`src/rtl/hv_analog_flt_deglitch_if.sv`:
```
// Fault-flag bundle between the analog sync stage, the deglitcher and the HV register/report logic.
// Latency: none, this is wiring only.
// Backpressure: none; all signals are level or single-cycle pulse qualified.
// Ports (slave view, as seen by the deglitcher):
//   i_hv_*_err      synced raw analog fault flags
//   i_slow_dgl_cyc  deglitch length for uv/ov/ot
//   i_flt_mask      per-fault exclusion from o_hv_fault / o_flt_int
//   i_flt_clr       per-fault write-1 clear pulse for o_flt_sts
//   o_flt_dgl       deglitched fault level
//   o_flt_sts       sticky fault status
//   o_hv_fault      gate shutdown request
//   o_flt_int       one-cycle interrupt pulse
interface hv_analog_flt_deglitch_if #(
    parameter int DGL_W = 8
);
    logic             i_hv_vcc_uverr;
    logic             i_hv_vcc_overr;
    logic             i_hv_ot_err;
    logic             i_hv_oc_err;
    logic             i_hv_desat_err;
    logic             i_hv_scp_err;
    logic [DGL_W-1:0] i_slow_dgl_cyc;
    logic [5:0]       i_flt_mask;
    logic [5:0]       i_flt_clr;
    logic [5:0]       o_flt_dgl;
    logic [5:0]       o_flt_sts;
    logic             o_hv_fault;
    logic             o_flt_int;

    modport master (
        output i_hv_vcc_uverr, i_hv_vcc_overr, i_hv_ot_err,
        output i_hv_oc_err, i_hv_desat_err, i_hv_scp_err,
        output i_slow_dgl_cyc, i_flt_mask, i_flt_clr,
        input  o_flt_dgl, o_flt_sts, o_hv_fault, o_flt_int
    );

    modport slave (
        input  i_hv_vcc_uverr, i_hv_vcc_overr, i_hv_ot_err,
        input  i_hv_oc_err, i_hv_desat_err, i_hv_scp_err,
        input  i_slow_dgl_cyc, i_flt_mask, i_flt_clr,
        output o_flt_dgl, o_flt_sts, o_hv_fault, o_flt_int
    );
endinterface

```
`src/rtl/hv_analog_flt_deglitch.sv`:
```
// HV analog fault deglitch: per-fault consecutive-sample filter, sticky status, shutdown request and interrupt.
// Latency: dgl/sts after N high samples; o_hv_fault and o_flt_int one cycle after the status change.
// Backpressure: none; inputs are sampled every cycle and outputs are levels or single-cycle pulses.
// Ports: i_clk, i_rst_n (async active-low), io_flt (hv_analog_flt_deglitch_if.slave, see interface file).
// Bit order of every 6-bit vector: [0]vcc_uv [1]vcc_ov [2]ot [3]oc [4]desat [5]scp.
// Optional feature macro HV_FLT_AUTO_CLR_EN: uv/ov/ot status self-clears after RECOV_CYC fault-free cycles.
module hv_analog_flt_deglitch #(
    parameter int DGL_W     = 8,
    parameter int FAST_DGL  = 4,
    parameter int RECOV_CYC = 64
) (
    input  logic                           i_clk,
    input  logic                           i_rst_n,
    hv_analog_flt_deglitch_if.slave        io_flt
);
    localparam logic [DGL_W-1:0] L_FAST_M1 = DGL_W'(FAST_DGL - 1);

    logic [DGL_W-1:0] r_cnt [6];
    logic [5:0]       r_dgl;
    logic [5:0]       r_sts;
    logic [5:0]       r_rise;      // sts bits that went 0->1 on the previous edge
    logic             r_hv_fault;
    logic             r_int;

    logic [5:0]       w_in;
    logic [DGL_W-1:0] w_slow_m1;
    logic [DGL_W-1:0] w_thr_m1 [6];
    logic [DGL_W-1:0] w_cnt_nxt [6];
    logic [5:0]       w_hit;
    logic [5:0]       w_dgl_nxt;
    logic [5:0]       w_sts_nxt;
    logic [5:0]       w_auto_clr;

    assign w_in = {io_flt.i_hv_scp_err, io_flt.i_hv_desat_err, io_flt.i_hv_oc_err,
                   io_flt.i_hv_ot_err, io_flt.i_hv_vcc_overr, io_flt.i_hv_vcc_uverr};

    // A programmed length of 0 behaves like 1 (assert on the first high sample).
    assign w_slow_m1 = (io_flt.i_slow_dgl_cyc == '0) ? '0 : io_flt.i_slow_dgl_cyc - DGL_W'(1);

    always_comb begin
        w_hit     = '0;
        w_dgl_nxt = '0;
        for (int i = 0; i < 6; i++) begin
            w_thr_m1[i]  = (i < 3) ? w_slow_m1 : L_FAST_M1;
            // >= rather than == so a threshold lowered below the running count fires on the next edge.
            w_hit[i]     = (r_cnt[i] >= w_thr_m1[i]);
            w_dgl_nxt[i] = w_in[i] & (r_dgl[i] | w_hit[i]);
            if (!w_in[i])
                w_cnt_nxt[i] = '0;
            else if (w_hit[i])
                w_cnt_nxt[i] = w_thr_m1[i];
            else
                w_cnt_nxt[i] = r_cnt[i] + DGL_W'(1);
        end
    end

`ifdef HV_FLT_AUTO_CLR_EN
    localparam int RCV_W = $clog2(RECOV_CYC + 1);
    logic [RCV_W-1:0] r_rcv [3];

    // Recovery counts cycles with the fault gone but status still latched; any
    // reassertion (dgl high) or manual clear drops the condition and restarts it.
    always_comb begin
        w_auto_clr = '0;
        for (int i = 0; i < 3; i++)
            w_auto_clr[i] = ~r_dgl[i] & r_sts[i] & (r_rcv[i] == RCV_W'(RECOV_CYC - 1));
    end

    always_ff @(posedge i_clk or negedge i_rst_n) begin
        if (!i_rst_n) begin
            for (int i = 0; i < 3; i++) r_rcv[i] <= '0;
        end else begin
            for (int i = 0; i < 3; i++)
                r_rcv[i] <= (~r_dgl[i] & r_sts[i]) ? r_rcv[i] + RCV_W'(1) : '0;
        end
    end
`else
    assign w_auto_clr = '0;
`endif

    // Set has priority over clear; clear only acts while the fault is currently absent.
    assign w_sts_nxt = w_dgl_nxt | (r_sts & ~((io_flt.i_flt_clr & ~r_dgl) | w_auto_clr));

    always_ff @(posedge i_clk or negedge i_rst_n) begin
        if (!i_rst_n) begin
            for (int i = 0; i < 6; i++) r_cnt[i] <= '0;
            r_dgl      <= '0;
            r_sts      <= '0;
            r_rise     <= '0;
            r_hv_fault <= 1'b0;
            r_int      <= 1'b0;
        end else begin
            for (int i = 0; i < 6; i++) r_cnt[i] <= w_cnt_nxt[i];
            r_dgl      <= w_dgl_nxt;
            r_sts      <= w_sts_nxt;
            r_rise     <= w_sts_nxt & ~r_sts;
            r_hv_fault <= |(r_sts & ~io_flt.i_flt_mask);
            // Aligned with o_hv_fault rising; unmasking an old latched bit has no rise, so no pulse.
            r_int      <= |(r_rise & ~io_flt.i_flt_mask);
        end
    end

    assign io_flt.o_flt_dgl  = r_dgl;
    assign io_flt.o_flt_sts  = r_sts;
    assign io_flt.o_hv_fault = r_hv_fault;
    assign io_flt.o_flt_int  = r_int;
endmodule
```
`src/flat_wrapper.sv`:
```
// flat-port wrapper written by rule: the top's interface ports become plain ports
module hv_analog_flt_deglitch_flat 
#(
    parameter int DGL_W     = 8,
    parameter int FAST_DGL  = 4,
    parameter int RECOV_CYC = 64
)
  (i_clk, i_rst_n, io_flt_i_hv_vcc_uverr, io_flt_i_hv_vcc_overr, io_flt_i_hv_ot_err, io_flt_i_hv_oc_err, io_flt_i_hv_desat_err, io_flt_i_hv_scp_err, io_flt_i_slow_dgl_cyc, io_flt_i_flt_mask, io_flt_i_flt_clr, io_flt_o_flt_dgl, io_flt_o_flt_sts, io_flt_o_hv_fault, io_flt_o_flt_int);
  hv_analog_flt_deglitch_if #(.DGL_W(DGL_W)) io_flt_i ();
  input  logic i_clk;
  input  logic i_rst_n;
  input wire logic [$bits(io_flt_i.i_hv_vcc_uverr)-1:0] io_flt_i_hv_vcc_uverr;
  input wire logic [$bits(io_flt_i.i_hv_vcc_overr)-1:0] io_flt_i_hv_vcc_overr;
  input wire logic [$bits(io_flt_i.i_hv_ot_err)-1:0] io_flt_i_hv_ot_err;
  input wire logic [$bits(io_flt_i.i_hv_oc_err)-1:0] io_flt_i_hv_oc_err;
  input wire logic [$bits(io_flt_i.i_hv_desat_err)-1:0] io_flt_i_hv_desat_err;
  input wire logic [$bits(io_flt_i.i_hv_scp_err)-1:0] io_flt_i_hv_scp_err;
  input wire logic [$bits(io_flt_i.i_slow_dgl_cyc)-1:0] io_flt_i_slow_dgl_cyc;
  input wire logic [$bits(io_flt_i.i_flt_mask)-1:0] io_flt_i_flt_mask;
  input wire logic [$bits(io_flt_i.i_flt_clr)-1:0] io_flt_i_flt_clr;
  output wire logic [$bits(io_flt_i.o_flt_dgl)-1:0] io_flt_o_flt_dgl;
  output wire logic [$bits(io_flt_i.o_flt_sts)-1:0] io_flt_o_flt_sts;
  output wire logic [$bits(io_flt_i.o_hv_fault)-1:0] io_flt_o_hv_fault;
  output wire logic [$bits(io_flt_i.o_flt_int)-1:0] io_flt_o_flt_int;
  assign io_flt_i.i_hv_vcc_uverr = io_flt_i_hv_vcc_uverr;
  assign io_flt_i.i_hv_vcc_overr = io_flt_i_hv_vcc_overr;
  assign io_flt_i.i_hv_ot_err = io_flt_i_hv_ot_err;
  assign io_flt_i.i_hv_oc_err = io_flt_i_hv_oc_err;
  assign io_flt_i.i_hv_desat_err = io_flt_i_hv_desat_err;
  assign io_flt_i.i_hv_scp_err = io_flt_i_hv_scp_err;
  assign io_flt_i.i_slow_dgl_cyc = io_flt_i_slow_dgl_cyc;
  assign io_flt_i.i_flt_mask = io_flt_i_flt_mask;
  assign io_flt_i.i_flt_clr = io_flt_i_flt_clr;
  assign io_flt_o_flt_dgl = io_flt_i.o_flt_dgl;
  assign io_flt_o_flt_sts = io_flt_i.o_flt_sts;
  assign io_flt_o_hv_fault = io_flt_i.o_hv_fault;
  assign io_flt_o_flt_int = io_flt_i.o_flt_int;
  hv_analog_flt_deglitch #(.DGL_W(DGL_W), .FAST_DGL(FAST_DGL), .RECOV_CYC(RECOV_CYC)) u_core (.i_clk(i_clk), .i_rst_n(i_rst_n), .io_flt(io_flt_i));
endmodule
```
`config.mk`:
```
export PLATFORM = sky130hd
export DESIGN_NAME = hv_analog_flt_deglitch_flat
export DESIGN_NICKNAME = d
export VERILOG_FILES = /design/src/rtl/hv_analog_flt_deglitch_if.sv /design/src/rtl/hv_analog_flt_deglitch.sv /design/src/flat_wrapper.sv
export SDC_FILE = /design/constraint.sdc
export NUM_CORES = 1
export LEC_CHECK = 0
export CORE_ASPECT_RATIO = 0.8
export CORE_UTILIZATION = 60
export CTS_CLUSTER_DIAMETER = 60
export DETAILED_ROUTE_END_ITERATION = 12
export GPL_TIMING_DRIVEN = 0
export PLACE_DENSITY = 0.94
export SETUP_SLACK_MARGIN = 0.15
export SKIP_LAST_GASP = 1
export SLEW_MARGIN = 25
export SYNTH_ARGS = -nofsm -noshare
export SYNTH_HDL_FRONTEND = slang
export SYNTH_SLANG_ARGS = --single-unit
```
`constraint.sdc`:
```
create_clock -name i_clk -period 4.8 [get_ports i_clk]
set_input_delay 0.48 -clock i_clk [delete_from_list [all_inputs] [get_ports i_clk]]
set_output_delay 0.48 -clock i_clk [all_outputs]
set_load 0.005 [all_outputs]
```
==> results.ini, run 1 <==
[global_route]
first_global_vias = 2949
antenna_violations_before_repair = 0
global_route.peak_usage_layer = met2
first_pass_grt_wire_length_um = 14100
grt_overflow_total = 0
grt_util_met2_pct = 49.6
groute.usage.overall_pct = 30.5
grt.met3_usage_pct = 8.29
grt_use_met1_pct = 37.8
maximum_number_of_pins_on_one_net_before_global_route_repair = 49

[critical_path]
worst_r2r_dst = u_core.io_flt.o_flt_sts[0]$_DFF_PN0_
worstSetupPathType = primary input to register
cp.arrival_ps = 4090
worst_setup_path_endpoint = u_core.io_flt.o_flt_sts[0]$_DFF_PN0_
crit_start = io_flt_i_slow_dgl_cyc[0]
timing.rr.start = u_core.r_cnt[40]$_DFF_PN0_
cp-end-kind = register
ff2ff_setup_slack_ps = 2280
critical_path.startpoint_type = primary input
crit_required_ps = 5010
r2r.worst_path.cells = 7
worst-path-max-fanout = 6

[clock_tree]
htree_levels = 3
post_cts_setup_repair_bufs = 0
cts-buffers-inserted = 9
cts.root.buffer_cell = sky130_fd_sc_hd__clkbuf_8
cts_tree = yes
clkSlewWorstSetupHoldPaths_ps = 70
numClockSinks = 68
max-clock-path-buffers = 2
clock_insertion_delay_worst_skew_ps = 360

[timing]
setup_total_negative_slack_ps = 0
setup-violations-final = 0
drv_slew = 0
timing.slew.headroom_pct = 54.3
hold_violations = 0
min_period_over_period_pct = 80.6
achievable-frequency_mhz = 258
worst_clock_skew_ps = 6.93
timing_worst_slew_pin_value_ps = 676
layout_min_cycle_time_ps = 3870
rsz0062_at_grt = no

[floorplanning]
dieHeight_um = 71.2
dieWidth_um = 88.6
die_outline_area_um2 = 6310
initial_utilization_pct = 64.0
core_area_um2 = 5620
placement_rows = 24
num_io_pins = 42

[finish]
layout.cells.most_common = sky130_fd_sc_hd__dfrtp_1
layout-area-overhead-vs-synth_pct = 21.9
filler_cell_count = 325
layout.core_utilization_pct = 78.0
sequential_cell_area_um2 = 1700
most-common-layout-cells = 68 x sky130_fd_sc_hd__dfrtp_1, 62 x sky130_fd_sc_hd__nand2_1, 37 x sky130_fd_sc_hd__clkdlybuf4s50_1, 33 x sky130_fd_sc_hd__inv_1, 32 x sky130_fd_sc_hd__ha_1
finalNetCount = 481
multi_input_comb_area_um2 = 1780
n_antenna_cell = 0
drive_gt1_share_pct = 7.98

[place]
detailed_place_hpwl_um = 5750
port_buffers = 38
gp_routability_congestion = 0.859

[logic_synthesis]
synth_largest_type_area_fraction_pct = 47.3
yosys_register_bits = 68
synth_sequential_area_ratio_pct = 47.3
post_synth_instance_area_um2 = 3600
netlist.top_cell.by_area = sky130_fd_sc_hd__dfrtp_1
post_synth_num_cell_types = 39
syn_area_per_cell_um2 = 10.2
async_reset_ff_share_pct = 100
yosys_warnings = 0
synthTopCellsByArea = sky130_fd_sc_hd__dfrtp_1 47%, sky130_fd_sc_hd__ha_1 11%, sky130_fd_sc_hd__mux2i_1 6.7%
edff_count_synth = 0
netlist_instances = 353
leading_register_cell_type_out_of_synthesis = sky130_fd_sc_hd__dfrtp_1

[power_and_ir_drop]
total_leakage_power_nw = 2.35
powerDensity_nw_per_um2 = 302
ir_worst_vdd_uv = 262

[min_path]
worst_hold_path_type = primary input to register

[detailed_routing]
number_of_detailed_route_iterations_in_the_first_pass = 5
initial_drc_count = 134
wirelength_um = 8330
via_per_inst = 5.64
route.vias.total = 2844
antenna_violating_nets_post_route = 0
route.detailed.wl_per_inst_um = 16.5
drt_drc_violations_left = 0

[run]
cap_violations = 0

[outcome]
status = finished, final reports clean

==> per-stage QoR <==
step           hold WS (ps)  instances  setup WS [ps]  area (um2)  power [W]
2_1_floorplan           184        370           1930        3660   0.000738
3_3_place_gp            446        486           1010        4140   0.000812
3_5_place_dp            387        487            865        4160   0.000826
4_1_cts                 436        504            983        4380    0.00133
5_1_grt                 459        504            671        4380    0.00138
6_report                450        504            929        4380    0.00132
==> registers in the layout, indices dropped and copies added, names as in the netlist <==
name                      cells
u_core.io_flt.o_flt_sts       6
u_core.io_flt.o_hv_fault      1
u_core.r_rise                 6
u_core.r_cnt                 48
u_core.io_flt.o_flt_dgl       6
u_core.io_flt.o_flt_int       1
==> report_power, final <==
| group | internal (W) | total, W | switching [W] |
|---|---|---|---|
| Sequential | 0.000605 | 0.000634 | 0.0000295 |
| Clock | 0.000258 | 0.000495 | 0.000237 |
| Combinational | 0.0000911 | 0.000194 | 0.000102 |
| Total | 0.000954 | 0.00132 | 0.000369 |
==> what timing repair did <==
| action | 4_1_cts | 5_1_grt |
|---|---|---|
| hold buffers | 1 | 0 |
| endpoints found under the hold margin | 7 | 0 |
| gates resized for setup | 0 | 0 |
==> final cells by class <==
type	count	share of cell area, %
clock inverters	6	1.63
plain buffers	6	1.28
repair buffers	40	9.48
flip-flops and latches	68	38.8
multi-input cells	263	40.6
clock buffers	10	3.14
inverters	33	2.83
well taps	78	2.23
==> critical path, cell delays in order <==
cell and delay (ps):
sky130_fd_sc_hd__clkdlybuf4s50_1 440, sky130_fd_sc_hd__inv_1 90, sky130_fd_sc_hd__ha_1 140, sky130_fd_sc_hd__nor4b_1 560, sky130_fd_sc_hd__and2b_2 300, sky130_fd_sc_hd__nor2_1 140, sky130_fd_sc_hd__ha_1 300, sky130_fd_sc_hd__nand2b_1 150
sky130_fd_sc_hd__a2111oi_0 620, sky130_fd_sc_hd__nor3b_1 230, sky130_fd_sc_hd__o31ai_1 510, sky130_fd_sc_hd__nand2_1 120
==> layer usage <==
metal / share of wire, % / vias to the layer above
li1: - / 1317
met1: 42 / 1411
met2: 51 / 92
met3: 5.2 / 24
met4: 2.6 / 0
met5: 0 / -
==> cells in the mapped netlist, drive strengths merged, types with 2 or more instances <==
master,n
a2111oi,3
a21o,3
a21oi,2
a221o,3
a22oi,6
a31oi,4
and3,4
buf,3
clkbuf,3
dfrtp,68
ha,32
inv,33
mux2,2
mux2i,24
nand2,63
nand2b,5
nand3,10
nand4,2
nor2,24
nor3,6
nor3b,3
nor4,3
o21a,3
o21ai,14
o31ai,3
or3,3
xnor2,9
xor2,9
==> cell families (layout without fill, tap and decap cells) <==
logic type / after synthesis / after routing / synth area share, %
AO/OA/AOI/OAI: 41 / 41 / 7.62
buffers and inverters: 39 / 95 / 5.01
AND/OR/NAND/NOR: 128 / 128 / 17.1
multiplexers: 26 / 26 / 7.31
adder cells (fa/ha/maj): 32 / 32 / 11.1
flip-flops: 68 / 68 / 47.3
XOR/XNOR: 18 / 18 / 4.38
other: 1 / 18 / 0.104
==> worst min path at each step <==
stage / from / to / slack, ps / depth (start not counted)
5_1_grt: io_flt_i_hv_vcc_overr / u_core.r_cnt[35]$_DFF_PN0_ / 460 / 3
4_1_cts: io_flt_i_hv_vcc_overr / u_core.r_cnt[35]$_DFF_PN0_ / 440 / 3
6_report: io_flt_i_hv_vcc_overr / u_core.r_cnt[36]$_DFF_PN0_ / 450 / 3
3_5_place_dp: i_rst_n / u_core.r_cnt[16]$_DFF_PN0_ / 390 / 1
3_3_place_gp: u_core.r_cnt[16]$_DFF_PN0_ / u_core.r_cnt[16]$_DFF_PN0_ / 450 / 1
2_1_floorplan: i_rst_n / u_core.io_flt.o_flt_dgl[0]$_DFF_PN0_ / 180 / 0
Note: power is estimated with default switching activity, not from simulation.
==> run 2, diff against run 1 <==
CORE_UTILIZATION = 56   (was 60)
PLACE_DENSITY = 0.89   (was 0.94)
clock period = 4 ns   (was 4.8 ns; I/O delays follow)
==> results.ini, run 2 (synthesis gave the netlist of run 1 again) <==
[critical_path]
critical_path.startpoint_type = primary input
worstSetupPathType = primary input to register
worst-path-max-fanout = 8
crit_required_ps = 4260
cp.arrival_ps = 3950
timing.critical_path.cells = clkdlybuf4s50_1, inv_1, ha_1, nor4b_1, and2b_2, a21oi_1, inv_1, ha_1, a2111oi_0, nor3b_1, nor2_4, mux2i_1
critPathMaxStageDelay_ps = 620
worst_path_max_delay_cell = sky130_fd_sc_hd__a2111oi_0
cp-end-kind = register

[timing]
worst_clock_skew_ps = 9.84
setup_total_negative_slack_ps = 0
setup_ws_ps = 313
min_period_over_period_pct = 92.2
achievable-frequency_mhz = 271
layout_min_cycle_time_ps = 3690
setup-violations-final = 0
drv_slew = 0
timing_worst_slew_pin_value_ps = 661
hold_violations = 0
timing.slew.headroom_pct = 54.8
rsz0062_at_grt = no

[floorplanning]
die_outline_area_um2 = 6750
placement_rows = 25
num_io_pins = 42
core_area_um2 = 6040
initial_utilization_pct = 59.6
dieHeight_um = 73.7
dieWidth_um = 91.6

[global_route]
groute.usage.overall_pct = 27.5
maximum_number_of_pins_on_one_net_before_global_route_repair = 43
first_pass_grt_wire_length_um = 13800
antenna_violations_before_repair = 0
grt_overflow_total = 0
first_global_vias = 2947

[place]
gp_routability_congestion = 0.841
port_buffers = 38
placed_cells_incl_taps = 490
detailed_place_hpwl_um = 5940
post-place-ws_ps = 102

[detailed_routing]
initial_drc_count = 240
wirelength_um = 8590
number_of_detailed_route_iterations_in_the_first_pass = 5
route.vias.total = 2859
drt_drc_violations_left = 0
via_per_inst = 5.65
route.detailed.wl_per_inst_um = 17.0
antenna_violating_nets_post_route = 0

[clock_tree]
numClockSinks = 68
cts-buffers-inserted = 9
cts.root.buffer_cell = sky130_fd_sc_hd__clkbuf_8
cts_tree = yes
post_cts_setup_repair_bufs = 0
max-clock-path-buffers = 2
clock_insertion_delay_worst_skew_ps = 350
clkSlewWorstSetupHoldPaths_ps = 80
htree_levels = 3

[min_path]
worst_hold_path_type = primary input to register

[run]
cap_violations = 0

[finish]
most-common-layout-cells = 68 x sky130_fd_sc_hd__dfrtp_1, 62 x sky130_fd_sc_hd__nand2_1, 37 x sky130_fd_sc_hd__clkdlybuf4s50_1, 33 x sky130_fd_sc_hd__inv_1, 32 x sky130_fd_sc_hd__ha_1
n_antenna_cell = 0
drive_gt1_share_pct = 8.00
sequential_cell_area_um2 = 1700
layout.cells.most_common = sky130_fd_sc_hd__dfrtp_1
filler_cell_count = 384
regMostFlops = u_core.r_cnt
finalNetCount = 481
largest_reg_flops = 48
multi_input_comb_area_um2 = 1780
layout-area-overhead-vs-synth_pct = 23.3
final_cell_count_no_fill = 506

[power_and_ir_drop]
powerDensity_nw_per_um2 = 392
ir_worst_vdd_uv = 402
finalPower_w = 0.00174
total_leakage_power_nw = 2.38

[outcome]
status = finished, final reports clean

-- run 2: cell types whose count changed in the layout (fill, tap and decap cells not counted) --
cell                         before  now
sky130_fd_sc_hd__inv_6            2    0
sky130_fd_sc_hd__buf_16           1    0
sky130_fd_sc_hd__clkinvlp_4       2    0
sky130_fd_sc_hd__buf_12           0    1
sky130_fd_sc_hd__bufinv_16        1    4
sky130_fd_sc_hd__nor2_1          21   20
sky130_fd_sc_hd__nor2_2           0    1
sky130_fd_sc_hd__clkinv_4         1    2
sky130_fd_sc_hd__clkbuf_8        13   12
-- run 2: worst max-delay path: cells and delay by family --
kind                     cells  cell delay (ps)
AO/OA/AOI/OAI                2             1070
AND/OR/NAND/NOR              4              970
buffers and inverters        3              790
adder cells (fa/ha/maj)      2              450
multiplexers                 1              270
-- run 2: path summary, 6_finish.rpt --
path | from | to | slack [ps] | cells past startpoint
worst max register to register | u_core.r_cnt[24]$_DFF_PN0_ | u_core.r_cnt[25]$_DFF_PN0_ | 1470 | 7
worst min register to register | u_core.r_cnt[16]$_DFF_PN0_ | u_core.r_cnt[16]$_DFF_PN0_ | 480 | 1
max in group asynchronous | i_rst_n | u_core.r_cnt[46]$_DFF_PN0_ | 2930 | 3
min in group asynchronous | i_rst_n | u_core.r_cnt[38]$_DFF_PN0_ | 530 | 2
worst min-delay path | io_flt_i_hv_vcc_uverr | u_core.r_cnt[41]$_DFF_PN0_ | 380 | 3
worst max-delay path | io_flt_i_slow_dgl_cyc[0] | u_core.r_cnt[25]$_DFF_PN0_ | 310 | 12
-- run 2: repair_timing --
action,4_1_cts,5_1_grt
resized for setup,0,1
hold buffers,1,0
endpoints found under the hold margin,26,0
setup endpoints to repair,0,14
-- run 2: cell type report --
cell class	count	area share, %
multi-input cells	263	40.2
repair buffers	40	9.20
flip-flops and latches	68	38.4
plain buffers	6	1.27
inverters	33	2.79
well taps	81	2.29
clock inverters	6	3.10
clock buffers	9	2.79
-- run 2: where the power goes --
group | switching (W) | leakage [nW] | internal (W) | total (W)
registers | 0.0000347 | 0.861 | 0.000726 | 0.000761
logic | 0.000126 | 1.39 | 0.000108 | 0.000234
clock network | 0.000268 | 0.129 | 0.000476 | 0.000744
total | 0.000429 | 2.38 | 0.00131 | 0.00174
-- run 2: routing by layer --
metal	GRT usage (%)	wire length, um
met1	31.3	3430
met2	49.3	4370
met3	7.04	548
met4	12.9	242
met5	0	0
-- run 2: metrics by stage --
step	instance area, um2	hold WS [ps]	util, %
3_5_place_dp	4160	335	68.9
4_1_cts	4430	368	73.4
2_1_floorplan	3660	104	-
3_3_place_gp	4140	444	68.6
5_1_grt	4430	382	73.4
6_report	4430	382	73.4
